## src/rtl/regfile_scoreboard_if.sv

```systemverilog
// Decode-issue / write-back bus into the register-file scoreboard.
interface regfile_scoreboard_if #(
  parameter int unsigned ADDR_W = 5,
  parameter int unsigned CNT_W  = 2
);
  localparam int unsigned NREG  = 1 << ADDR_W;
  localparam int unsigned TOT_W = ADDR_W + CNT_W;

  logic              flush;
  logic              issue_valid;
  logic [ADDR_W-1:0] issue_src1;
  logic [ADDR_W-1:0] issue_src2;
  logic              issue_use_src2;
  logic              issue_wr;
  logic [ADDR_W-1:0] issue_dest;
  logic              wb_en;
  logic [ADDR_W-1:0] wb_dest;
  logic              stall;
  logic              issue_fire;
  logic [NREG-1:0]   busy_mask;
  logic [TOT_W-1:0]  total_pending;

  modport master (
    output flush, issue_valid, issue_src1, issue_src2, issue_use_src2,
           issue_wr, issue_dest, wb_en, wb_dest,
    input  stall, issue_fire, busy_mask, total_pending
  );

  modport slave (
    input  flush, issue_valid, issue_src1, issue_src2, issue_use_src2,
           issue_wr, issue_dest, wb_en, wb_dest,
    output stall, issue_fire, busy_mask, total_pending
  );
endinterface

```

## src/rtl/regfile_scoreboard.sv

```systemverilog
// Per-register in-flight write counters and decode stall generation.
module regfile_scoreboard #(
  parameter int unsigned CNT_W  = 2,
  parameter int unsigned ADDR_W = 5
) (
  input  logic                 clk,
  input  logic                 rst,
  regfile_scoreboard_if.slave  sb
);
  localparam int unsigned NREG    = 1 << ADDR_W;
  localparam int unsigned TOT_W   = ADDR_W + CNT_W;
  localparam int unsigned CNT_MAX = (1 << CNT_W) - 1;

  logic [NREG-1:0][CNT_W-1:0] cnt_q, cnt_d;
  logic [NREG-1:0]            busy_q, busy_d;
  logic [TOT_W-1:0]           total_q, total_d;

  logic [CNT_W-1:0] cnt_s1, cnt_s2, cnt_dst, cnt_wb;
  logic             pend_s1, pend_s2, sat_dst;
  logic             stall_c, fire_c, inc_c, dec_c, same_c;

  // Source hazards with same-cycle write-back bypass, and destination saturation.
  always_comb begin
    cnt_s1  = cnt_q[sb.issue_src1];
    cnt_s2  = cnt_q[sb.issue_src2];
    cnt_dst = cnt_q[sb.issue_dest];
    pend_s1 = (sb.issue_src1 != '0) && (cnt_s1 != '0) &&
              !(sb.wb_en && (sb.wb_dest == sb.issue_src1) && (cnt_s1 == CNT_W'(1)));
    pend_s2 = (sb.issue_src2 != '0) && (cnt_s2 != '0) &&
              !(sb.wb_en && (sb.wb_dest == sb.issue_src2) && (cnt_s2 == CNT_W'(1)));
    sat_dst = sb.issue_wr && (sb.issue_dest != '0) && (cnt_dst == CNT_W'(CNT_MAX)) &&
              !(sb.wb_en && (sb.wb_dest == sb.issue_dest));
    stall_c = sb.issue_valid && (pend_s1 || (sb.issue_use_src2 && pend_s2) || sat_dst);
    fire_c  = sb.issue_valid && !stall_c;
  end

  assign sb.stall         = stall_c;
  assign sb.issue_fire    = fire_c;
  assign sb.busy_mask     = busy_q;
  assign sb.total_pending = total_q;

  // Next counter state: flush clears, matching inc/dec on one register cancel.
  always_comb begin
    cnt_d   = cnt_q;
    total_d = total_q;
    busy_d  = '0;
    cnt_wb  = cnt_q[sb.wb_dest];
    inc_c   = fire_c && sb.issue_wr && (sb.issue_dest != '0);
    dec_c   = sb.wb_en && (sb.wb_dest != '0) && (cnt_wb != '0);
    same_c  = inc_c && dec_c && (sb.issue_dest == sb.wb_dest);
    if (sb.flush) begin
      cnt_d   = '0;
      total_d = '0;
    end else begin
      if (inc_c && !same_c) cnt_d[sb.issue_dest] = cnt_dst + CNT_W'(1);
      if (dec_c && !same_c) cnt_d[sb.wb_dest]    = cnt_wb - CNT_W'(1);
      if (inc_c && !dec_c)      total_d = total_q + TOT_W'(1);
      else if (dec_c && !inc_c) total_d = total_q - TOT_W'(1);
    end
    for (int r = 0; r < int'(NREG); r++) busy_d[r] = (cnt_d[r] != '0);
  end

  // State registers with asynchronous clear.
  always_ff @(posedge clk or posedge rst) begin
    if (rst) begin
      cnt_q   <= '0;
      busy_q  <= '0;
      total_q <= '0;
    end else begin
      cnt_q   <= cnt_d;
      busy_q  <= busy_d;
      total_q <= total_d;
    end
  end

  // A write-back must always retire a previously issued write.
  wb_underflow_a: assert property (@(posedge clk) disable iff (rst)
    (sb.wb_en && (sb.wb_dest != '0) && !sb.flush) |-> (cnt_q[sb.wb_dest] != '0));

endmodule

```

## src/flat_wrapper.sv

```systemverilog
// flat-port wrapper written by rule: the top's interface ports become plain ports
module regfile_scoreboard_flat 
#(
  parameter int unsigned CNT_W  = 2,
  parameter int unsigned ADDR_W = 5
)
  (clk, rst, sb_flush, sb_issue_valid, sb_issue_src1, sb_issue_src2, sb_issue_use_src2, sb_issue_wr, sb_issue_dest, sb_wb_en, sb_wb_dest, sb_stall, sb_issue_fire, sb_busy_mask, sb_total_pending);
  regfile_scoreboard_if #(.ADDR_W(ADDR_W), .CNT_W(CNT_W)) sb_i ();
  input  logic clk;
  input  logic rst;
  input wire logic [$bits(sb_i.flush)-1:0] sb_flush;
  input wire logic [$bits(sb_i.issue_valid)-1:0] sb_issue_valid;
  input wire logic [$bits(sb_i.issue_src1)-1:0] sb_issue_src1;
  input wire logic [$bits(sb_i.issue_src2)-1:0] sb_issue_src2;
  input wire logic [$bits(sb_i.issue_use_src2)-1:0] sb_issue_use_src2;
  input wire logic [$bits(sb_i.issue_wr)-1:0] sb_issue_wr;
  input wire logic [$bits(sb_i.issue_dest)-1:0] sb_issue_dest;
  input wire logic [$bits(sb_i.wb_en)-1:0] sb_wb_en;
  input wire logic [$bits(sb_i.wb_dest)-1:0] sb_wb_dest;
  output wire logic [$bits(sb_i.stall)-1:0] sb_stall;
  output wire logic [$bits(sb_i.issue_fire)-1:0] sb_issue_fire;
  output wire logic [$bits(sb_i.busy_mask)-1:0] sb_busy_mask;
  output wire logic [$bits(sb_i.total_pending)-1:0] sb_total_pending;
  assign sb_i.flush = sb_flush;
  assign sb_i.issue_valid = sb_issue_valid;
  assign sb_i.issue_src1 = sb_issue_src1;
  assign sb_i.issue_src2 = sb_issue_src2;
  assign sb_i.issue_use_src2 = sb_issue_use_src2;
  assign sb_i.issue_wr = sb_issue_wr;
  assign sb_i.issue_dest = sb_issue_dest;
  assign sb_i.wb_en = sb_wb_en;
  assign sb_i.wb_dest = sb_wb_dest;
  assign sb_stall = sb_i.stall;
  assign sb_issue_fire = sb_i.issue_fire;
  assign sb_busy_mask = sb_i.busy_mask;
  assign sb_total_pending = sb_i.total_pending;
  regfile_scoreboard #(.CNT_W(CNT_W), .ADDR_W(ADDR_W)) u_core (.clk(clk), .rst(rst), .sb(sb_i));
endmodule
```

## config.mk

```make
export PLATFORM = sky130hd
export DESIGN_NAME = regfile_scoreboard_flat
export DESIGN_NICKNAME = d
export VERILOG_FILES = /design/src/rtl/regfile_scoreboard_if.sv /design/src/rtl/regfile_scoreboard.sv /design/src/flat_wrapper.sv
export SDC_FILE = /design/constraint.sdc
export NUM_CORES = 1
export LEC_CHECK = 0
export BUFFER_PORTS_ARGS = -buffer_cell sky130_fd_sc_hd__buf_2
export CAP_MARGIN = 0
export CORE_UTILIZATION = 30
export DETAILED_ROUTE_END_ITERATION = 6
export GPL_TIMING_DRIVEN = 0
export PLACE_DENSITY = 0.46
export SKIP_CTS_REPAIR_TIMING = 1
export SYNTH_ARGS = -nofsm -noshare
export SYNTH_HDL_FRONTEND = slang
export SYNTH_SLANG_ARGS = --single-unit
```

## constraint.sdc

```tcl
create_clock -name clk -period 13.2 [get_ports clk]
set_input_delay 2.64 -clock clk [delete_from_list [all_inputs] [get_ports clk]]
set_output_delay 2.64 -clock clk [all_outputs]
set_load 0.005 [all_outputs]
```

==> impl_metrics.json <==
{
  "yosys.area.top_type": "dfrtp_1",
  "syn_nets": 929,
  "crit_path_end": "sb_stall",
  "multi_input_area_mm2": 0.00572,
  "yosysTopAreaCellShare_pct": 29.6,
  "root_buffer": "clkbuf_16",
  "ys.flop_type": "dfrtp_1",
  "routabilityCongestion": 1.00,
  "grt-ovfl-total": 0,
  "min_period_over_period_pct": 84.9,
  "row_count": 61,
  "drv_slew": 0,
  "slowest_delay_ps": 1030,
  "dp_hpwl_mm": 29.7,
  "grt_start_max_net_pins": 60,
  "worst_pin_slew_ps": 1410,
  "crit_chain": "clkbuf_1 > clkbuf_1 > mux4_2 > a22o_1 > nor4_2 > clkbuf_1 > inv_1 > ha_1 > o311ai_0 > a31oi_1 > a311oi_2 > o2111ai_2 > or2_1 > buf_2 > buf_2 > buf_2 > and2_1 > buf_2",
  "cp_max_fo": 10,
  "startpoint": "sb_issue_dest[1]",
  "rsz0062_at_grt": "no",
  "numPortBuffers": 58,
  "core-area_mm2": 0.0282,
  "drive_gt1_share_pct": 22.7,
  "cts_tree": "done",
  "regArea_mm2": 0.00258,
  "synth_area_leaders": "dfrtp_1, mux4_2, mux2_2",
  "maxCapViolations": 0,
  "syn_inst": 894,
  "vias": 8436,
  "r2r_slack_ps": 6170,
  "ir_worst_vdd_v": 0.0000576,
  "synth_area_mm2": 0.00870,
  "ys_seq_elements": 103,
  "clkLatencyLatePin_ps": 370,
  "ys_seq_area_share_pct": 29.6,
  "hold_viol": 0,
  "initial_core_util_pct": 30.9,
  "worst_slack_ps": 1990,
  "firstDrtPassIters": 5,
  "min_path_type": "reg2reg",
  "cp-start-kind": "input port",
  "worstRegToRegCells": 19,
  "setup_tns_ps": 0,
  "setup_viol": 0,
  "final_cell_area_mm2": 0.00981,
  "drt_drc_violations_left": 0,
  "synth_edf_count": 0,
  "vias_per_cell": 6.27,
  "cts_buffers": 9,
  "avgSynthCellArea_um2": 9.74,
  "dp_cells": 1332,
  "slew_headroom_pct": 4.72,
  "cp_data_required_time_ps": 10560,
  "nets": 1000,
  "ys.warnings.count": 0,
  "io_pins": 68,
  "final_util_pct": 34.8,
  "cp.arrival_ps": 8570,
  "clock.fmax_mhz": 89.2,
  "die-area_mm2": 0.0297,
  "die_h_um": 172,
  "rr_endpoint": "u_core.sb.total_pending[6]",
  "antenna_found_initial": 0,
  "fill_cells": 2894,
  "dr.first_iter.drc_count": 1060,
  "synthArstFlopShare_pct": 100,
  "status": "completed",
  "cts_max_level": 3,
  "ys_types": 66,
  "p_leak_uw": 0.00391,
  "fin_skew_ps": 7.07,
  "cpMostUsedCell": "buf_2",
  "fin_cells": 1346,
  "p_per_area_mw_per_mm2": 75.2,
  "critPathKind": "in2out",
  "postRouteAntennaNets": 0,
  "wl_mm": 39.5,
  "min_period_ps": 11210,
  "slowest_stage": "nor4_2",
  "die_x_um": 172,
  "grt_pass1_vias": 7967,
  "place_area_mm2": 0.00953,
  "wl_per_cell_um": 29.4,
  "worst_setup_path_end_kind": "output pin",
  "pre_cts_slack_ps": 2240,
  "track_usage_pct": 27.2,
  "antenna_cells": 0,
  "clock_sinks": 103,
  "cts_buffer_depth": 2,
  "reg2reg_from": "u_core.cnt_q[60]",
  "grt_pass1_wl_mm": 56.7,
  "clk_pin_slew_ps": 70,
  "syn_to_final_growth_pct": 12.7
}
registers in the layout (all words and copies together) (netlist names):
| register | cells |
|---|---|
| u_core.sb.busy_mask | 32 |
| u_core.sb.total_pending | 7 |
| u_core.cnt_q | 64 |
cells in the final DEF (no fill, tap or decap), drive strengths merged, types with 11 or more instances in the layout:
master,n
o21a,18
o31ai,23
nor3,17
mux2,41
nand3,37
nor4,24
a21o,14
mux2i,45
a211oi,46
a22o,12
a21oi,56
and3,20
buf,87
xnor2,14
nor2,70
mux4,56
dfrtp,103
and2,11
a22oi,15
inv,15
clkbuf,67
nand2,63
routing by layer:
metal  GRT usage (%)  up-vias  routed length, um
met4            11.0        0               1560
met1            37.6     4227              17100
li1                -     3597                  -
met2            41.1      522              17400
met5               0        -                  0
met3            5.47       90               3510
power breakdown:
| part | leakage [uW] | switching [uW] | internal, uW | total (uW) |
|---|---|---|---|---|
| sequential | 0.00144 | 3.30 | 318 | 321 |
| clock | 0.000140 | 131 | 150 | 281 |
| combinational | 0.00233 | 91.7 | 43.7 | 135 |
final cells by class:
cell class / instances / area share (%)
plain buffers: 84 / 3.74
clock buffers: 10 / 2.44
clock inverters: 4 / 0.485
inverters: 15 / 0.625
multi-input cells: 692 / 58.3
flip-flops and latches: 103 / 26.3
well taps: 378 / 4.82
repair buffers: 60 / 3.35
worst min-delay path by stage:
stage	depth (start not counted)	slack, ps	to	from
final	2	570	u_core.sb.total_pending[4]	u_core.sb.total_pending[4]
after global routing	2	580	u_core.sb.total_pending[4]	u_core.sb.total_pending[4]
after CTS	2	570	u_core.sb.total_pending[4]	u_core.sb.total_pending[4]
after detailed placement	2	560	u_core.sb.total_pending[4]	u_core.sb.total_pending[4]
after global placement	2	550	u_core.sb.total_pending[4]	u_core.sb.total_pending[4]
after floorplan	1	540	u_core.cnt_q[0]	u_core.cnt_q[0]
worst max-delay path, delay by kind of cell:
family | cells | cell delay [ps]
buf+inv | 8 | 2420
compound gates | 5 | 1320
fa+ha+maj | 1 | 220
mux | 1 | 420
simple gates | 3 | 1520
cell families (layout without fill, tap and decap cells):
logic type | count (synthesis) | count (layout) | share of synthesized area [%]
flops | 103 | 103 | 29.6
mux | 142 | 142 | 25.0
buf+inv | 99 | 173 | 4.86
fa+ha+maj | 8 | 8 | 1.24
compound gates | 231 | 231 | 19.4
simple gates | 292 | 292 | 18.0
xor+xnor | 19 | 19 | 1.91
cells in the mapped netlist (all sizes together), types with 10 or more instances:
master    n
dfrtp   103
nor2     70
nand2    63
clkbuf   57
a21oi    56
mux4     56
a211oi   46
mux2i    45
mux2     41
nand3    37
buf      27
nor4     24
o31ai    23
and3     20
o21a     18
nor3     17
a22oi    15
inv      15
a21o     14
xnor2    14
a22o     12
and2     11
nor3b    10
metrics by stage:
step | hold WS (ps) | power [uW]
global route | 582 | 762
finish | 567 | 738
detailed placement | 560 | 460
global placement | 549 | 459
floorplan | 537 | 412
CTS | 570 | 741
No activity file was read; power rests on OpenSTA's default activity.
